--- config.mk ---
export PLATFORM = sky130hd
export DESIGN_NAME = traffic_phase_scheduler
export DESIGN_NICKNAME = d
export VERILOG_FILES = /design/src/rtl/traffic_phase_scheduler.sv
export SDC_FILE = /design/constraint.sdc
export NUM_CORES = 1
export LEC_CHECK = 0
export ABC_AREA = 1
export CAP_MARGIN = 20
export CORE_MARGIN = 3
export CORE_UTILIZATION = 55
export CTS_CLUSTER_SIZE = 14
export DETAILED_ROUTE_END_ITERATION = 6
export HOLD_SLACK_MARGIN = 0.1
export PLACE_DENSITY = 0.88
export SKIP_CTS_REPAIR_TIMING = 1
export SLEW_MARGIN = 20
export SYNTH_ARGS = -nofsm -noshare
export SYNTH_HDL_FRONTEND = slang
export SYNTH_SLANG_ARGS = --single-unit
--- constraint.sdc ---
create_clock -name clk -period 3.75 [get_ports clk]
set_input_delay 0.75 -clock clk [delete_from_list [all_inputs] [get_ports clk]]
set_output_delay 0.75 -clock clk [all_outputs]
set_load 0.03 [all_outputs]
--- src/rtl/traffic_phase_scheduler.sv ---
// Timed right-of-way scheduler for a main/side road intersection with a
// pedestrian walk phase and emergency preemption toward road A.
module traffic_phase_scheduler #(
    parameter int CW        = 5,
    parameter int GREEN_MIN = 4,
    parameter int GREEN_MAX = 10,
    parameter int YELLOW_T  = 2,
    parameter int ALLRED_T  = 1,
    parameter int WALK_T    = 3
) (
    input  logic       clk,
    input  logic       rst,
    input  logic       tick,
    input  logic       Ta,
    input  logic       Tb,
    input  logic       ped_req,
    input  logic       emg,
    output logic       Ra,
    output logic       Ya,
    output logic       Ga,
    output logic       Rb,
    output logic       Yb,
    output logic       Gb,
    output logic       walk,
    output logic       ped_ack,
    output logic [2:0] phase
);

    typedef enum logic [2:0] {
        A_GRN = 3'd0,
        A_YEL = 3'd1,
        AR_AB = 3'd2,
        B_GRN = 3'd3,
        B_YEL = 3'd4,
        AR_BA = 3'd5,
        WALK  = 3'd6
    } state_t;

    localparam logic [CW-1:0] CNT_MAX = '1;
    localparam logic [CW-1:0] GMIN    = CW'(GREEN_MIN);
    localparam logic [CW-1:0] GMAX    = CW'(GREEN_MAX);
    localparam logic [CW-1:0] YEL     = CW'(YELLOW_T);
    localparam logic [CW-1:0] ARED    = CW'(ALLRED_T);
    localparam logic [CW-1:0] WLK     = CW'(WALK_T);

    state_t          state_q, state_d;
    logic [CW-1:0]   cnt_q, cnt_d;
    logic            ped_q, ped_d;
    logic            from_a_q, from_a_d;
    logic            ack_q, ack_d;
    logic            walk_entry;

    always_comb begin
        state_d  = state_q;
        from_a_d = from_a_q;
        case (state_q)
            A_GRN: if (cnt_q >= GMIN && (Tb || ped_q) && (!Ta || cnt_q >= GMAX) && !emg)
                       state_d = A_YEL;
            A_YEL: if (cnt_q == YEL) state_d = AR_AB;
            AR_AB: if (cnt_q == ARED) begin
                       if (emg) begin
                           state_d = AR_BA;
                       end else if (ped_q) begin
                           state_d  = WALK;
                           from_a_d = 1'b1;
                       end else begin
                           state_d = B_GRN;
                       end
                   end
            // Emergency cuts side green short immediately; yellow still runs in full.
            B_GRN: if (emg || (cnt_q >= GMIN && !Tb) || (cnt_q >= GMAX && (Ta || ped_q)))
                       state_d = B_YEL;
            B_YEL: if (cnt_q == YEL) state_d = AR_BA;
            AR_BA: if (cnt_q == ARED) begin
                       if (emg) begin
                           state_d = A_GRN;
                       end else if (ped_q) begin
                           state_d  = WALK;
                           from_a_d = 1'b0;
                       end else begin
                           state_d = A_GRN;
                       end
                   end
            WALK:  if (cnt_q == WLK) state_d = (from_a_q && !emg) ? B_GRN : A_GRN;
            default: state_d = A_GRN;
        endcase
    end

    // Entering WALK consumes the pending request even if the button is still held.
    assign walk_entry = (state_d == WALK) && (state_q != WALK);
    assign ped_d      = walk_entry ? 1'b0 : (ped_q | ped_req);
    assign ack_d      = walk_entry;

    always_comb begin
        cnt_d = cnt_q;
        if (state_d != state_q) begin
            cnt_d = '0;
        end else if (tick && cnt_q != CNT_MAX) begin
            cnt_d = cnt_q + 1'b1;
        end
    end

    always_ff @(posedge clk or posedge rst) begin
        if (rst) begin
            state_q  <= A_GRN;
            cnt_q    <= '0;
            ped_q    <= 1'b0;
            from_a_q <= 1'b0;
            ack_q    <= 1'b0;
        end else begin
            state_q  <= state_d;
            cnt_q    <= cnt_d;
            ped_q    <= ped_d;
            from_a_q <= from_a_d;
            ack_q    <= ack_d;
        end
    end

    always_comb begin
        Ra   = 1'b0;
        Ya   = 1'b0;
        Ga   = 1'b0;
        Rb   = 1'b0;
        Yb   = 1'b0;
        Gb   = 1'b0;
        walk = 1'b0;
        case (state_q)
            A_GRN: begin Ga = 1'b1; Rb = 1'b1; end
            A_YEL: begin Ya = 1'b1; Rb = 1'b1; end
            B_GRN: begin Ra = 1'b1; Gb = 1'b1; end
            B_YEL: begin Ra = 1'b1; Yb = 1'b1; end
            WALK:  begin Ra = 1'b1; Rb = 1'b1; walk = 1'b1; end
            default: begin Ra = 1'b1; Rb = 1'b1; end
        endcase
    end

    assign ped_ack = ack_q;
    assign phase   = state_q;

endmodule
# Yosys cells after proc, flatten, opt, wreduce, memory -nomap -nowiden
# Index checks and enable logic that the tools add are counted.
dict set report classes {
  n_addsub 1
  n_lt_le_gt_ge 2
  n_eq_ne 19
  muxes 30
  n_reduce_logical 22
  n_bitwise 1
}
# operator count
set ops {}
lappend ops {{2-to-1 mux 3 bit} 11}
lappend ops {{case mux 3 bit (7 select lines)} 1}
lappend ops {{2-to-1 mux 1 bit} 14}
lappend ops {{== test 3 bit (second input constant)} 4}
lappend ops {{!= test 2 bit (second input constant)} 6}
lappend ops {{== test 5 x 2 -> 1 bit (second input constant)} 2}
lappend ops {{2-to-1 mux 5 bit} 2}
lappend ops {{logical AND 1 bit} 8}
lappend ops {{AND reduction 7 bit} 1}
lappend ops {{== test 3 x 2 -> 1 bit (second input constant)} 2}
lappend ops {{adder 5 x 1 -> 5 bit (second input constant)} 1}
lappend ops {{== test 5 x 1 -> 1 bit (second input constant)} 1}
lappend ops {{greater-or-equal comparator 5 x 3 -> 1 bit (second input constant)} 1}
lappend ops {{greater-or-equal comparator 5 x 4 -> 1 bit (second input constant)} 1}
lappend ops {{logical OR 1 bit} 5}
lappend ops {{!= test 5 bit (second input constant)} 1}
lappend ops {{nonzero test 2 bit} 2}
lappend ops {{OR reduction 2 bit} 2}
lappend ops {{== test 3 x 1 -> 1 bit (second input constant)} 1}
lappend ops {{logical NOT 1 bit} 3}
lappend ops {{logical NOT 3 bit} 1}
lappend ops {{!= test 3 bit} 1}
lappend ops {{!= test 3 bit (second input constant)} 1}
lappend ops {{2-to-1 mux 2 bit} 1}
lappend ops {{other kinds (2)} 2}
dict set report word_totals {
  output_inout_bits 11
  elab_cells 80
  regBits 11
  in_bits 7
}

# Logic depth before layout (Yosys ltp)
# Gate-level depths: netlist of the first run.
dict set report logic_depth {
  ltp_word 9
  mapped_depth 13
  ltp_nobuf 13
}

# Least setup slack after synthesis of the first run
# OpenSTA, ideal clock, no wires.
dict set report synth_path {
  path_kind {flip-flop to output port}
  startpoint {register state_q[0], in the netlist phase[0]}
  endpoint {output port Rb}
  stages_incl_launch_ff 5
  t_required_ns 3.000
  t_arrival_ns 1.446
  path_buffers 0
  setup_slack_ns 1.554
  cell_sequence {dfrtp_1 nor2_2 nand2_2 inv_1 nor2_1}
}
dict set report synth_via {
  elab_chain_len 3
  elab_cells_between_ends 4
  cone_classes {eq/ne: 2; mux: 1; reduce/logical: 1}
}
# item line_no
set synth_lines {}
lappend synth_lines {{start, declared} 46} ;# state_t state_q, state_d;
lappend synth_lines {{start signal, assigned} 111} ;# state_q <= state_d;
lappend synth_lines {{== test 3 x 2 -> 1 bit / == test 3 bit (equally long branches)} 127} ;# case (state_q)
lappend synth_lines {{OR reduction 2 bit (no line) (*)} --}
lappend synth_lines {{2-to-1 mux 1 bit (*)} 127}
lappend synth_lines {{end, declared} 21} ;# output logic Rb,
# Mark *: on every way between the ends. The rest lies on a longest branch, timed or not.

# Worst setup path in the final report of the first run
dict set report layout_path {
  startpoint {register state_q[2], in the netlist phase[2]}
  endpoint {output port Ra}
}
dict set report layout_via {
  elab_chain_len 3
  elab_cells_between_ends 4
  cone_classes {eq/ne: 1; mux: 1; reduce/logical: 2}
}
# item line_no
set layout_lines {}
lappend layout_lines {{== test 3 x 1 -> 1 bit / logical NOT 3 bit (equally long branches)} 127}
lappend layout_lines {{OR reduction 2 bit (no line) (*)} --}
lappend layout_lines {{2-to-1 mux 1 bit (*)} 127}
lappend layout_lines {{end, declared} 18} ;# output logic Ra,
# Marked as above.

==> results of run 1 <==
-- power groups by stage --
stage / Combinational, mW / Clock, mW / Sequential, mW
finish: 0.600 / 0.0744 / 0.210
global route: 0.660 / 0.0812 / 0.217
CTS: 0.599 / 0.0793 / 0.208
detailed placement: 0.597 / 0 / 0.211
global placement: 0.582 / 0 / 0.206
floorplan: 0.388 / 0 / 0.230
-- layout by cell type, fill, tap and decap left out --
master	instances
nand2_1	31
inv_2	8
inv_1	21
nand3_2	6
nand4_2	1
nand3_1	10
a21oi_2	1
nand2_2	6
dfrtp_1	11
o21ai_0	6
ha_1	5
o21ai_2	1
nor2_2	5
nor2_4	1
nand4_1	3
nor2_1	17
clkbuf_4	3
o2111a_1	2
nor3_2	1
clkbuf_1	1
clkdlybuf4s50_1	17
xor2_1	3
a22oi_1	1
-- area by class of cell --
cell class	count	area (µm²)	area share, %
Clock buffer	4	26.28	2.229
Inverter	29	108.9	9.236
Timing Repair Buffer	17	170.2	14.44
Sequential cell	11	275.3	23.35
Multi-Input combinational cell	100	578.1	49.04
Tap cell	16	20.02	1.699
-- stage by stage --
stage / worst slack [ns] / cells
floorplan: 1.554 / 140
global route: 1.114 / 177
finish: 1.194 / 177
global placement: 1.505 / 173
CTS: 1.189 / 177
detailed placement: 1.449 / 173
-- layer usage --
layer / track usage [%] / wire length (µm) / part of all wire [%]
met1: 31.16 / 973 / 45
met2: 35.09 / 1072 / 49
met3: 2.632 / 115 / 5.3
met4: 6.452 / 23 / 1.1
met5: 0 / 0 / 0
-- cell families after synthesis --
| family | after synthesis | share of synthesized area, % |
|---|---|---|
| and+or+nand+nor | 81 | 42.78 |
| AOI/OAI and AO/OA | 11 | 8.063 |
| adders and majority gates | 5 | 6.502 |
| buffers and inverters | 29 | 11.31 |
| DFF | 11 | 28.61 |
| xor gates and xnor gates | 3 | 2.731 |
-- state kept, by name (all words and copies together), names as in the netlist --
register / cells
from_a_q: 1
ped_ack: 1
cnt_q: 5
phase: 3
ped_q: 1
-- worst register-to-register path, delay by kind of cell (launching register included) --
family,cells,cell delay (ns)
adder cells (fa/ha/maj),2,0.41
flip-flops,1,0.43
AND/OR/NAND/NOR,3,0.38
AO/OA/AOI/OAI,1,0.22
buffers and inverters,2,0.19
-- worst max-delay path by stage --
stage,end,start,slack [ns]
2_1_floorplan,Rb,phase[0],1.55
3_3_place_gp,Ra,phase[2],1.50
3_5_place_dp,cnt_q[0],emg,1.45
4_1_cts,Ra,phase[2],1.19
5_1_grt,Ra,phase[2],1.11
6_report,Ra,phase[2],1.19
==> metrics.txt, run 1 <==
outcome=finished, final reports clean; core footprint=1577 µm²; Reg-to-Reg End=cnt_q[1]; I/O Pins=18; GPL Wtd Cong=0.8945; final worst path period share=68.15%; FF-to-FF path depth=8; post-route core utilization=74.76%; Post-Syn Area=962.2 µm²; gr usage total=21.98%; H-tree levels=1; post-synthesis register bit count=11; CTS clk-pin slew, worst paths=around 0.06 ns; Yosys top cell area share=roughly 29%; TritonCTS clock tree=done; family with the most delay on the worst path=buffers and inverters; Initial Util=61.03%; Unique masters post-synth=20; worst path bufs/invs=3; dpl cell area=1152 µm²; final net count=174; part of the Yosys area used for sequential elements=28.61%; Synth Net Count=152; Starting DRT DRC Count=27; cell at the slowest stage of the critical path=clkdlybuf4s50_1; Final min period=2.556 ns; Area Overhead vs Synth=22.50%; VDD IR max=0.6306 mV; asr flop ratio synth=100.0%; vias in the first global route=834; NetSw=0.4689 mW; Clock Power Share=8.4%; internal power consumption=about 0.41 mW; vias per std cell=5.367; WHS=about 0.55 ns; final-report hold violation count=0; die area=2287 µm²; FP Rows=14; clk buf depth=2; layout cell share with drive strength beyond 1=20.50%; antenna violations before repair=0; Pwr Total=0.8837 mW; fin area=1179 µm²; top-count cell post-synth=nand2_1; Static Leak=between 0.6 and 0.7 nW; # fillers=126; global-route wire length before repair=between 3000 and 4000 µm; Ant. Diodes=0; gr ovfl total=0; Synth warnings=0; Flop pwr share=roughly a quarter; DRT antenna net count=0; list of most frequent post-synthesis cells=nand2_1, inv_1, nor2_1; hold_sp=from_a_q; Comb pwr share=67.8%; via count=950; largest net degree at the start of global routing=12; DRC=0; Clock Latency Late Sink=0.26 ns; final setup vio count=0; setup TNS=0 ns; Setup CP Type=flop to primary output; Die H=47.83 µm; Worst setup SP type=flop; Slew headroom=74.80%; CTS root buffer=clkbuf_4; Switching Fraction=53.06%; die width=between 40 and 50 µm; fin. max-slew vios=0; TritonRoute pass-1 iters=4; critical path depth=5; Peak Freq=between 0.3 and 0.4 GHz; routed wire length=about 2200 µm; clk_skew=0.001808 ns; FF-to-FF Start=cnt_q[1]; Yosys top cell by area=dfrtp_1; Post-synth EDFFs=0; Synth area leaders=dfrtp_1, nand2_1, inv_1; TritonCTS Buffers=3; CP Cell Sequence=inv_2 > nand3_2 > nand2_1 > inv_1 > clkdlybuf4s50_1; I/O Buffers=17; Max Cap Viol=0; worst path arrival time=roughly 1.8 ns; RSZ-0062 raised after global routing=false; drt wl/cell=12.34 µm; Worst Path Max Fanout=8; Min-Delay Endpoint=from_a_q; hold-critical path depth=2; Hold Crit Class=flop to flop; DPL Wire Length=1850 µm; slowest stage delay, CP=0.66 ns; PD cells=749.8 nW/µm²; Cells after Synth=140; Most used DFF post-synth=dfrtp_1; Num Clock Sinks=11; CP Capture Type=primary output; Worst-Margin Slew=0.3776 ns; Worst Path Required=3.00 ns; syn_area_per_cell=6.873 µm²; flop2flop setup slack=2.00 ns
No activity file was read; power rests on OpenSTA's default activity.
==> run 2, diff against run 1 <==
Settings changed: CORE_UTILIZATION 55 to 46, PLACE_DENSITY 0.88 to 0.79.
Clock period 3.75 ns to 2.2 ns, I/O delays scaled along.
==> run 2 against run 1 <==
Against the previous run: clock skew up 0.0012 ns; clock power is 69% higher; wire length is 4.8% higher; first-iteration DRC count rose by 26%; setup slack worse by 1.1 ns; hold slack got worse by 0.091 ns; critical path type unchanged; critical endpoint is now walk.
==> metrics.txt, run 2 (same netlist as run 1, synthesis figures left out) <==
Starting DRT DRC Count=34 (was 27); die width=51.74 µm (was 47.83 µm); Die H=51.74 µm (was 47.83 µm); Flop pwr share=23.9% (was 23.7%); Clock Power Share=8.4% (about the same); gr ovfl total=0 (unchanged); Worst setup SP type=flop (unchanged); I/O Pins=18 (unchanged); Reg area=277.8 µm² (was 275.3 µm²); Initial Util=52.31% (was 61.03%); PnR worst setup slack=0.1155 ns (was 1.194 ns); largest net degree at the start of global routing=12 (unchanged); Static Leak=0.7092 nW (was 0.6399 nW); GR peak layer=met2 (unchanged); layout cell share with drive strength beyond 1=21.74% (was 20.50%); TritonCTS clock tree=done (unchanged); Final min period=2.084 ns; CTS clk-pin slew, worst paths=0.06 ns (about the same); FP Rows=15 (was 14); DRC=0 (unchanged); Clock Latency Late Sink=0.26 ns (about the same); commonest non-fill, non-tap cell in the layout=nand2_1 (unchanged); CTS root buffer=clkbuf_4 (unchanged); DRT antenna net count=0 (unchanged); area of the multi-input gates=578.1 µm² (unchanged); via count=949 (was 950); clk_skew=0.003026 ns (was 0.001808 ns); Max Cap Viol=0 (unchanged); final setup vio count=0 (unchanged); vias in the first global route=965 (was 834); met1 Track Usage GR=24.19% (was 31.16%); largest reg by FF count=cnt_q (unchanged); TritonCTS Buffers=3 (unchanged); fin. max-slew vios=0 (unchanged); worst path arrival time=1.64 ns (was 1.81 ns); drt wl/cell=12.30 µm (was 12.34 µm); Setup CP Type=flop to primary output (unchanged); RSZ-0062 raised after global routing=false (unchanged); CP Capture Type=primary output (unchanged); max FFs per register=5 (unchanged); post-route core utilization=65.65% (was 74.76%); most frequent cells in the layout=nand2_1, inv_1, nor2_1 (was nand2_1, inv_1, nor2_1, clkdlybuf4s50_1, dfrtp_1); I/O Buffers=17 (unchanged); # fillers=180 (was 126); TritonRoute pass-1 iters=4 (unchanged); Slew headroom=73.68% (was 74.80%); Peak Freq=0.4797 GHz; vias per std cell=5.102 (was 5.367); NetSw=0.7994 mW (was 0.4689 mW); clk buf depth=2 (unchanged); Comb pwr share=67.7% (was 67.8%); pre-CTS WS=0.1982 ns (was 1.449 ns); internal power consumption=0.7013 mW (was 0.4148 mW); Area Overhead vs Synth=25.49% (was 22.50%); antenna violations before repair=0 (unchanged); final-report hold violation count=0 (unchanged); H-tree levels=1 (unchanged); Switching Fraction=53.27% (was 53.06%); Worst Path Required=1.76 ns (was 3.00 ns); outcome=finished, final reports clean (unchanged); gr usage total=19.45% (was 21.98%); Worst-Margin Slew=0.3944 ns (was 0.3776 ns); Num Clock Sinks=11 (unchanged); global-route track usage on met3=2.006% (was 2.632%); VDD IR max=1.041 mV (was 0.6306 mV); Worst Path Max Fanout=8 (unchanged); core footprint=1839 µm² (was 1577 µm²); global-route wire length before repair=3953 µm (was 3546 µm); routed wire length=2288 µm (was 2184 µm); Ant. Diodes=0 (unchanged); routing usage on met2=33.90% (was 35.09%); PD cells=1243 nW/µm² (was 749.8 nW/µm²); final net count=174 (unchanged); GPL Wtd Cong=0.8975 (was 0.8945); DPL Wire Length=1914 µm (was 1850 µm); final worst path period share=a little over nine tenths; Hold Crit Class=primary input to asynchronous set/reset pin (was flop to flop); die area=2677 µm² (was 2287 µm²)
-- run 2: layout make-up --
cell class              instances  area share, %
multi-input cells             100          47.88
inverters                      29          9.015
well taps                      25          2.591
flip-flops and latches         11          23.01
repair buffers                 17          15.34
clock buffers                   4          2.176
-- run 2: worst paths after layout --
kind	end	cells after the start	slack, ns	startpoint
max	walk	4	0.12	phase[0]
min	cnt_q[0]	2	0.46	rst
max reg2reg	cnt_q[4]	13	0.43	cnt_q[1]
min reg2reg	from_a_q	2	0.57	from_a_q
max in group asynchronous	phase[0]	2	1.44	rst
min in group clk	from_a_q	2	0.57	from_a_q
-- run 2: power by group through the flow --
stage | combinational (mW) | clock (mW) | sequential, mW
3_5_place_dp | 1.03 | 0 | 0.357
3_3_place_gp | 0.995 | 0 | 0.356
6_report | 1.02 | 0.126 | 0.359
5_1_grt | 1.13 | 0.147 | 0.370
4_1_cts | 1.03 | 0.132 | 0.353
2_1_floorplan | 0.661 | 0 | 0.391
-- run 2: critical path: stages, from the launching register on --
cell and delay (ns):
dfrtp_2 0.47, inv_2 0.08, nand3_2 0.08, inv_2 0.09, clkdlybuf4s50_1 0.67
-- run 2: layer usage --
layer	routed length, µm	up-vias
met2	1106	30
met3	119	4
li1	-	476
met1	1034	439
met5	0	-
met4	27	0
-- run 2: stage by stage --
| step | total power, mW | cells | hold slack [ns] | area (µm²) | TNS (ns) |
|---|---|---|---|---|---|
| after CTS | 1.516 | 186 | 0.4620 | 1190 | -0.2187 |
| after detailed placement | 1.385 | 182 | 0.5555 | 1164 | 0 |
| after global routing | 1.648 | 186 | 0.4757 | 1207 | 0 |
| after floorplan | 1.053 | 140 | 0.2924 | 962.2 | 0 |
| after global placement | 1.351 | 182 | 0.5514 | 1164 | 0 |
| final | 1.501 | 186 | 0.4587 | 1207 | 0 |
==> run 3, diff against run 2 <==
Settings changed: CTS_CLUSTER_SIZE 14 to 20.
==> results of run 3 <==
No change in the layout: final DEF, timing and power equal those of run 2.
